File: config.mk
export PLATFORM = sky130hd
export DESIGN_NAME = rep_sub_divider_flat
export DESIGN_NICKNAME = d
export VERILOG_FILES = /design/src/rtl/rep_sub_divider_pkg.sv /design/src/rtl/rep_sub_divider_if.sv /design/src/rtl/rep_sub_divider_dp.sv /design/src/rtl/rep_sub_divider.sv /design/src/flat_wrapper.sv
export SDC_FILE = /design/constraint.sdc
export NUM_CORES = 1
export LEC_CHECK = 0
export ABC_AREA = 1
export CAP_MARGIN = 20
export CORE_UTILIZATION = 55
export CTS_CLUSTER_DIAMETER = 30
export DETAILED_ROUTE_END_ITERATION = 7
export MAX_ROUTING_LAYER = met4
export PLACE_DENSITY_LB_ADDON = 0.1
export SYNTH_ARGS = -nofsm -noshare
export SYNTH_HDL_FRONTEND = slang
export SYNTH_SLANG_ARGS = --single-unit
File: constraint.sdc
create_clock -name clk -period 2.6 [get_ports clk]
set_input_delay 0.26 -clock clk [delete_from_list [all_inputs] [get_ports clk]]
set_output_delay 0.26 -clock clk [all_outputs]
set_load 0.05 [all_outputs]
File: src/rtl/rep_sub_divider_pkg.sv
// Shared types and constants for the repeated-subtraction divider.
package rep_sub_divider_pkg;

  localparam int DEF_WIDTH = 16;

  // Controller states
  typedef enum logic [2:0] {
    IDLE   = 3'd0,
    LOAD_B = 3'd1,
    CHECK  = 3'd2,
    SUB    = 3'd3,
    DONE   = 3'd4
  } state_e;

endpackage

File: src/rtl/rep_sub_divider_if.sv
// Operand/result bus of the divider. The master drives start/data_in; the slave (divider) returns results.
interface rep_sub_divider_if
  import rep_sub_divider_pkg::*;
#(
  parameter int WIDTH = DEF_WIDTH
);
  logic             start;
  logic [WIDTH-1:0] data_in;
  logic [WIDTH-1:0] quotient;
  logic [WIDTH-1:0] remainder;
  logic             done;
  logic             busy;
  logic             div_by_zero;

  modport master (
    output start, data_in,
    input  quotient, remainder, done, busy, div_by_zero
  );

  modport slave (
    input  start, data_in,
    output quotient, remainder, done, busy, div_by_zero
  );
endinterface

File: src/rtl/rep_sub_divider_dp.sv
// Divider datapath: remainder, divisor and quotient registers with one subtractor
// and one comparator. The controller steers it with load/sub strobes.
module rep_sub_div_dp
  import rep_sub_divider_pkg::*;
#(
  parameter int WIDTH = DEF_WIDTH
) (
  input  logic             clk,
  input  logic             rst,
  input  logic             load_a_i,   // dividend into remainder, clear quotient
  input  logic             load_b_i,   // capture divisor
  input  logic             sub_i,      // one subtract/increment step
  input  logic [WIDTH-1:0] data_i,
  output logic [WIDTH-1:0] quo_o,
  output logic [WIDTH-1:0] rem_o,
  output logic             ge_o,       // remainder >= divisor
  output logic             zero_o      // divisor == 0
);

  logic [WIDTH-1:0] rem_q, rem_d;
  logic [WIDTH-1:0] div_q, div_d;
  logic [WIDTH-1:0] quo_q, quo_d;

  // Next-state selection for the three registers; strobes are mutually exclusive.
  always_comb begin
    rem_d = rem_q;
    div_d = div_q;
    quo_d = quo_q;
    if (load_a_i) begin
      rem_d = data_i;
      quo_d = '0;
    end
    if (load_b_i) div_d = data_i;
    if (sub_i) begin
      rem_d = rem_q - div_q;
      quo_d = quo_q + WIDTH'(1);
    end
  end

  // Register update with synchronous clear.
  always_ff @(posedge clk) begin
    if (rst) begin
      rem_q <= '0;
      div_q <= '0;
      quo_q <= '0;
    end else begin
      rem_q <= rem_d;
      div_q <= div_d;
      quo_q <= quo_d;
    end
  end

  assign ge_o   = (rem_q >= div_q);
  assign zero_o = (div_q == '0);
  assign quo_o  = quo_q;
  assign rem_o  = rem_q;

endmodule

File: src/rtl/rep_sub_divider.sv
// Unsigned divider by repeated subtraction. Dividend arrives with start, divisor
// one cycle later on the same bus. Takes Q+4 cycles (3 for divide-by-zero).
module rep_sub_divider
  import rep_sub_divider_pkg::*;
#(
  parameter int WIDTH = DEF_WIDTH
) (
  input logic                clk,
  input logic                rst,
  rep_sub_divider_if.slave   bus
);

  state_e state_q, state_d;
  logic   dz_q, dz_d;
  logic   ge, zero;
  logic   load_a, load_b, sub;

  // start is honoured only when idle or holding a result.
  assign load_a = ((state_q == IDLE) || (state_q == DONE)) && bus.start;
  assign load_b = (state_q == LOAD_B);
  assign sub    = (state_q == SUB) && ge;

  rep_sub_div_dp #(.WIDTH(WIDTH)) u_dp (
    .clk      (clk),
    .rst      (rst),
    .load_a_i (load_a),
    .load_b_i (load_b),
    .sub_i    (sub),
    .data_i   (bus.data_in),
    .quo_o    (bus.quotient),
    .rem_o    (bus.remainder),
    .ge_o     (ge),
    .zero_o   (zero)
  );

  // Controller next-state and divide-by-zero flag.
  always_comb begin
    state_d = state_q;
    dz_d    = dz_q;
    unique case (state_q)
      IDLE, DONE: if (bus.start) begin
        state_d = LOAD_B;
        dz_d    = 1'b0;
      end
      LOAD_B: state_d = CHECK;
      CHECK: begin
        if (zero) begin
          dz_d    = 1'b1;
          state_d = DONE;
        end else begin
          state_d = SUB;
        end
      end
      SUB: if (!ge) state_d = DONE;
      default: state_d = IDLE;
    endcase
  end

  // State and flag registers; reset wins over everything.
  always_ff @(posedge clk) begin
    if (rst) begin
      state_q <= IDLE;
      dz_q    <= 1'b0;
    end else begin
      state_q <= state_d;
      dz_q    <= dz_d;
    end
  end

  assign bus.done        = (state_q == DONE);
  assign bus.busy        = (state_q == LOAD_B) || (state_q == CHECK) || (state_q == SUB);
  assign bus.div_by_zero = dz_q;

endmodule

File: src/flat_wrapper.sv
// flat-port wrapper written by rule: the top's interface ports become plain ports
module rep_sub_divider_flat import rep_sub_divider_pkg::*;
#(
  parameter int WIDTH = DEF_WIDTH
)
  (clk, rst, bus_start, bus_data_in, bus_quotient, bus_remainder, bus_done, bus_busy, bus_div_by_zero);
  rep_sub_divider_if #(.WIDTH(WIDTH)) bus_i ();
  input logic clk;
  input logic rst;
  input wire logic [$bits(bus_i.start)-1:0] bus_start;
  input wire logic [$bits(bus_i.data_in)-1:0] bus_data_in;
  output wire logic [$bits(bus_i.quotient)-1:0] bus_quotient;
  output wire logic [$bits(bus_i.remainder)-1:0] bus_remainder;
  output wire logic [$bits(bus_i.done)-1:0] bus_done;
  output wire logic [$bits(bus_i.busy)-1:0] bus_busy;
  output wire logic [$bits(bus_i.div_by_zero)-1:0] bus_div_by_zero;
  assign bus_i.start = bus_start;
  assign bus_i.data_in = bus_data_in;
  assign bus_quotient = bus_i.quotient;
  assign bus_remainder = bus_i.remainder;
  assign bus_done = bus_i.done;
  assign bus_busy = bus_i.busy;
  assign bus_div_by_zero = bus_i.div_by_zero;
  rep_sub_divider #(.WIDTH(WIDTH)) u_core (.clk(clk), .rst(rst), .bus(bus_i));
endmodule
==> impl_metrics.ini, run 1 <==
[route]
vias = 3791
drcViolationCount = 0
viasPerCell = 5.21
drtIter0Drc = 235
first_pass_iters = 7
wire_per_inst_um = 13.0
antenna_left = 0
routed_wl_um = 9460

[job]
drv_cap = 0

[layout]
stdcell_area_um2 = 4380
fin_util_pct = 68.5
syn_to_final_growth_pct = 19.3
nets = 688
fin_cells = 728
drive_gt1_share_pct = 5.84
diodes = 0

[timing]
timing.fmax_ghz = 0.440
final.setup.tns_ps = 0
hold_viol_final = 0
worst_slew_pin_slew_ps = 1050
slew_viol_final = 0
finClkSkew_ps = 10.9
setup_viol = 0
rsz0062_at_grt = no
worst_slew_margin_rel_pct = 29.8
period_minus_slack_ps = 2270
period_share_pct = 87.3

[power]
power.share.clock_pct = 20.7
p_per_area_nw_per_um2 = 740
combPwrFrac_pct = 50.8
power.leakage_nw = 2.12
p_int_mw = 1.81
vdd_ir_drop_max_v = 0.000403
switching_share_pct = 44.1
power.switching_mw = 1.43
seqPwrFrac_pct = 28.5

[global_routing]
grt_pass1_wl_um = 15900
grt_max_degree = 34
globalRouteOverflowTotal = 0
globalRouteTotalUtil_pct = 28.6
antenna_found_initial = 0
grt_pass1_vias = 3613

[place]
gp_congestion = 0.872
dp_cells = 721
dp_hpwl_um = 6890
post_dp_cell_area_um2 = 4240
port_buffers = 53

[clocking]
clk_pin_slew_worst_paths_ps = 100
cts-root-buf = clkbuf_8
cts_setup_buffers = 0
cts.sinks = 52
clock_latency_ps = 310
cts_tree = done
clock_path_buffers = 2
cts_buffers = 5
cts_htree_levels = 2

[logic_synthesis]
yosysWarnings = 0
syn_nets = 639
ys_seq_area_share_pct = 28.4
synth-seq-cells = 52
synthTopCellsByArea = dfxtp_1, nand2_1, inv_1
synth_area_um2 = 3670
synth_area_leader_cell = dfxtp_1
ys_types = 34
avgSynthCellArea_um2 = 6.09
synth_top_cell_area_share_pct = 28.4
synthCells = 602

[setup_path]
crit_path_frequent_cell = inv_1
cp.required_ps = 2850
end_kind = flop
max_stage_delay_ps = 400
critPathLaunchType = flop
critical_path_class = flop to flop
critPathMaxFanout = 33
worstPathArrival_ps = 2530
crit_chain = inv_1 -> ha_1 -> fa_1 -> inv_1 -> nand3_1 -> nand2_2 -> nand2_2 -> nand3_2 -> nand2_4 -> nand2_4 -> nand2_8 -> o21ai_0 -> inv_1 -> nor2_1
crit_slowest_cell = fa_1

[floorplanning]
die_x_um = 83.7
fp.dieH_um = 83.7
start_util_pct = 57.4
coreArea_um2 = 6390
rows = 29
pin_count = 54
dieArea_um2 = 7000

[status]
status = completed

[min_path]
hold_path.class = flop to flop
[power groups by stage]
stage / Clock [mW] / Sequential [mW] / Combinational [mW]
2_1_floorplan: 0 / 1.03 / 1.16
3_3_place_gp: 0 / 0.939 / 1.59
3_5_place_dp: 0 / 0.940 / 1.61
4_1_cts: 0.673 / 0.922 / 1.62
5_1_grt: 0.695 / 0.935 / 1.85
6_report: 0.672 / 0.922 / 1.65
[worst max-delay path: cells and delay by family, from the launching register on]
family	cells	cell delay (ps)
AOI/OAI and AO/OA	1	230
buffers and inverters	3	220
DFF	1	370
and+or+nand+nor	8	780
adders and majority gates	2	620
[layer usage]
layer / vias up / track usage (%) / wire (um)
li1: 1974 / - / -
met1: 1708 / 35.2 / 4330
met2: 98 / 47.7 / 4480
met3: 11 / 4.35 / 518
met4: 0 / 9.71 / 127
met5: - / - / 0
[per-stage QoR]
step / power, mW / worst slack [ps] / hold WS (ps)
after floorplan: 2.18 / 201 / 434
after global placement: 2.53 / 342 / 451
after detailed placement: 2.55 / 258 / 463
after CTS: 3.22 / 246 / 480
after global routing: 3.48 / 89.6 / 504
final: 3.24 / 330 / 478
[layout make-up]
class	count	area, um2
sequential	52	1040
timing repair buffer	61	591
clock buffer	5	68.8
inverter	112	420
tap	77	96.3
fill	589	2010
clock inverter	2	60.1
multi-input combinational	419	2100
[what timing repair did]
item / CTS / global route
endpoints found under the setup margin: 0 / 1
hold buffers: 0 / 0
gates resized for setup: 0 / 1
[sequential cells by signal, summed over array words and instances, names as in the netlist]
name / count
u_core.u_dp.div_q: 16
u_core.u_dp.quo_o: 16
u_core.state_q: 3
u_core.bus.div_by_zero: 1
u_core.u_dp.rem_o: 16
[final timing paths]
kind / from / slack (ps) / cells after the start / to
hold / removal: u_core.u_dp.div_q[10] / 480 / 2 / u_core.u_dp.div_q[10]
setup / recovery: u_core.u_dp.rem_o[0] / 330 / 14 / u_core.u_dp.quo_o[11]
setup reg to reg: u_core.u_dp.rem_o[0] / 330 / 14 / u_core.u_dp.quo_o[11]
hold reg to reg: u_core.u_dp.div_q[10] / 480 / 2 / u_core.u_dp.div_q[10]
[cells by family after synthesis]
kind of cell	after synthesis	share of synthesized area (%)
xor gates and xnor gates	4	0.955
adders and majority gates	18	6.34
AOI/OAI and AO/OA	73	10.9
buffers and inverters	131	14.7
and+or+nand+nor	324	38.7
DFF	52	28.4
[cell usage in the layout, fill, tap and decap left out, types with 5 or more instances in the layout]
cell type	n
buf_4	8
nand2_1	176
o21ai_0	24
ha_1	17
nand3_1	74
a21oi_1	42
dfxtp_1	52
clkdlybuf4s50_1	53
nand2_2	6
inv_1	111
clkbuf_8	5
nand4_1	6
nor2_1	41
[synthesized netlist by cell type (all sizes together)]
master,instances
xor2,3
xnor2,1
inv,112
dfxtp,52
and2,4
a21oi,46
or2,2
a31oi,1
o21a,1
nor4,2
nor3,3
nand3,75
nand3b,2
clkbuf,9
o21ai,24
buf,10
ha,17
nor2,45
nand2,185
nand4,6
fa,1
o21bai,1
Note: power is estimated with default switching activity, not from simulation.
==> run 2: changes to the inputs <==
CTS_CLUSTER_DIAMETER = 60   (was 30)
==> results of run 2 <==
No change in the layout: final DEF, timing and power equal those of run 1.
==> run 3: changes to the inputs <==
ABC_CLOCK_PERIOD_IN_PS = 2600   (was unset)
==> results of run 3 <==
No change in the layout: final DEF, timing and power equal those of run 1.
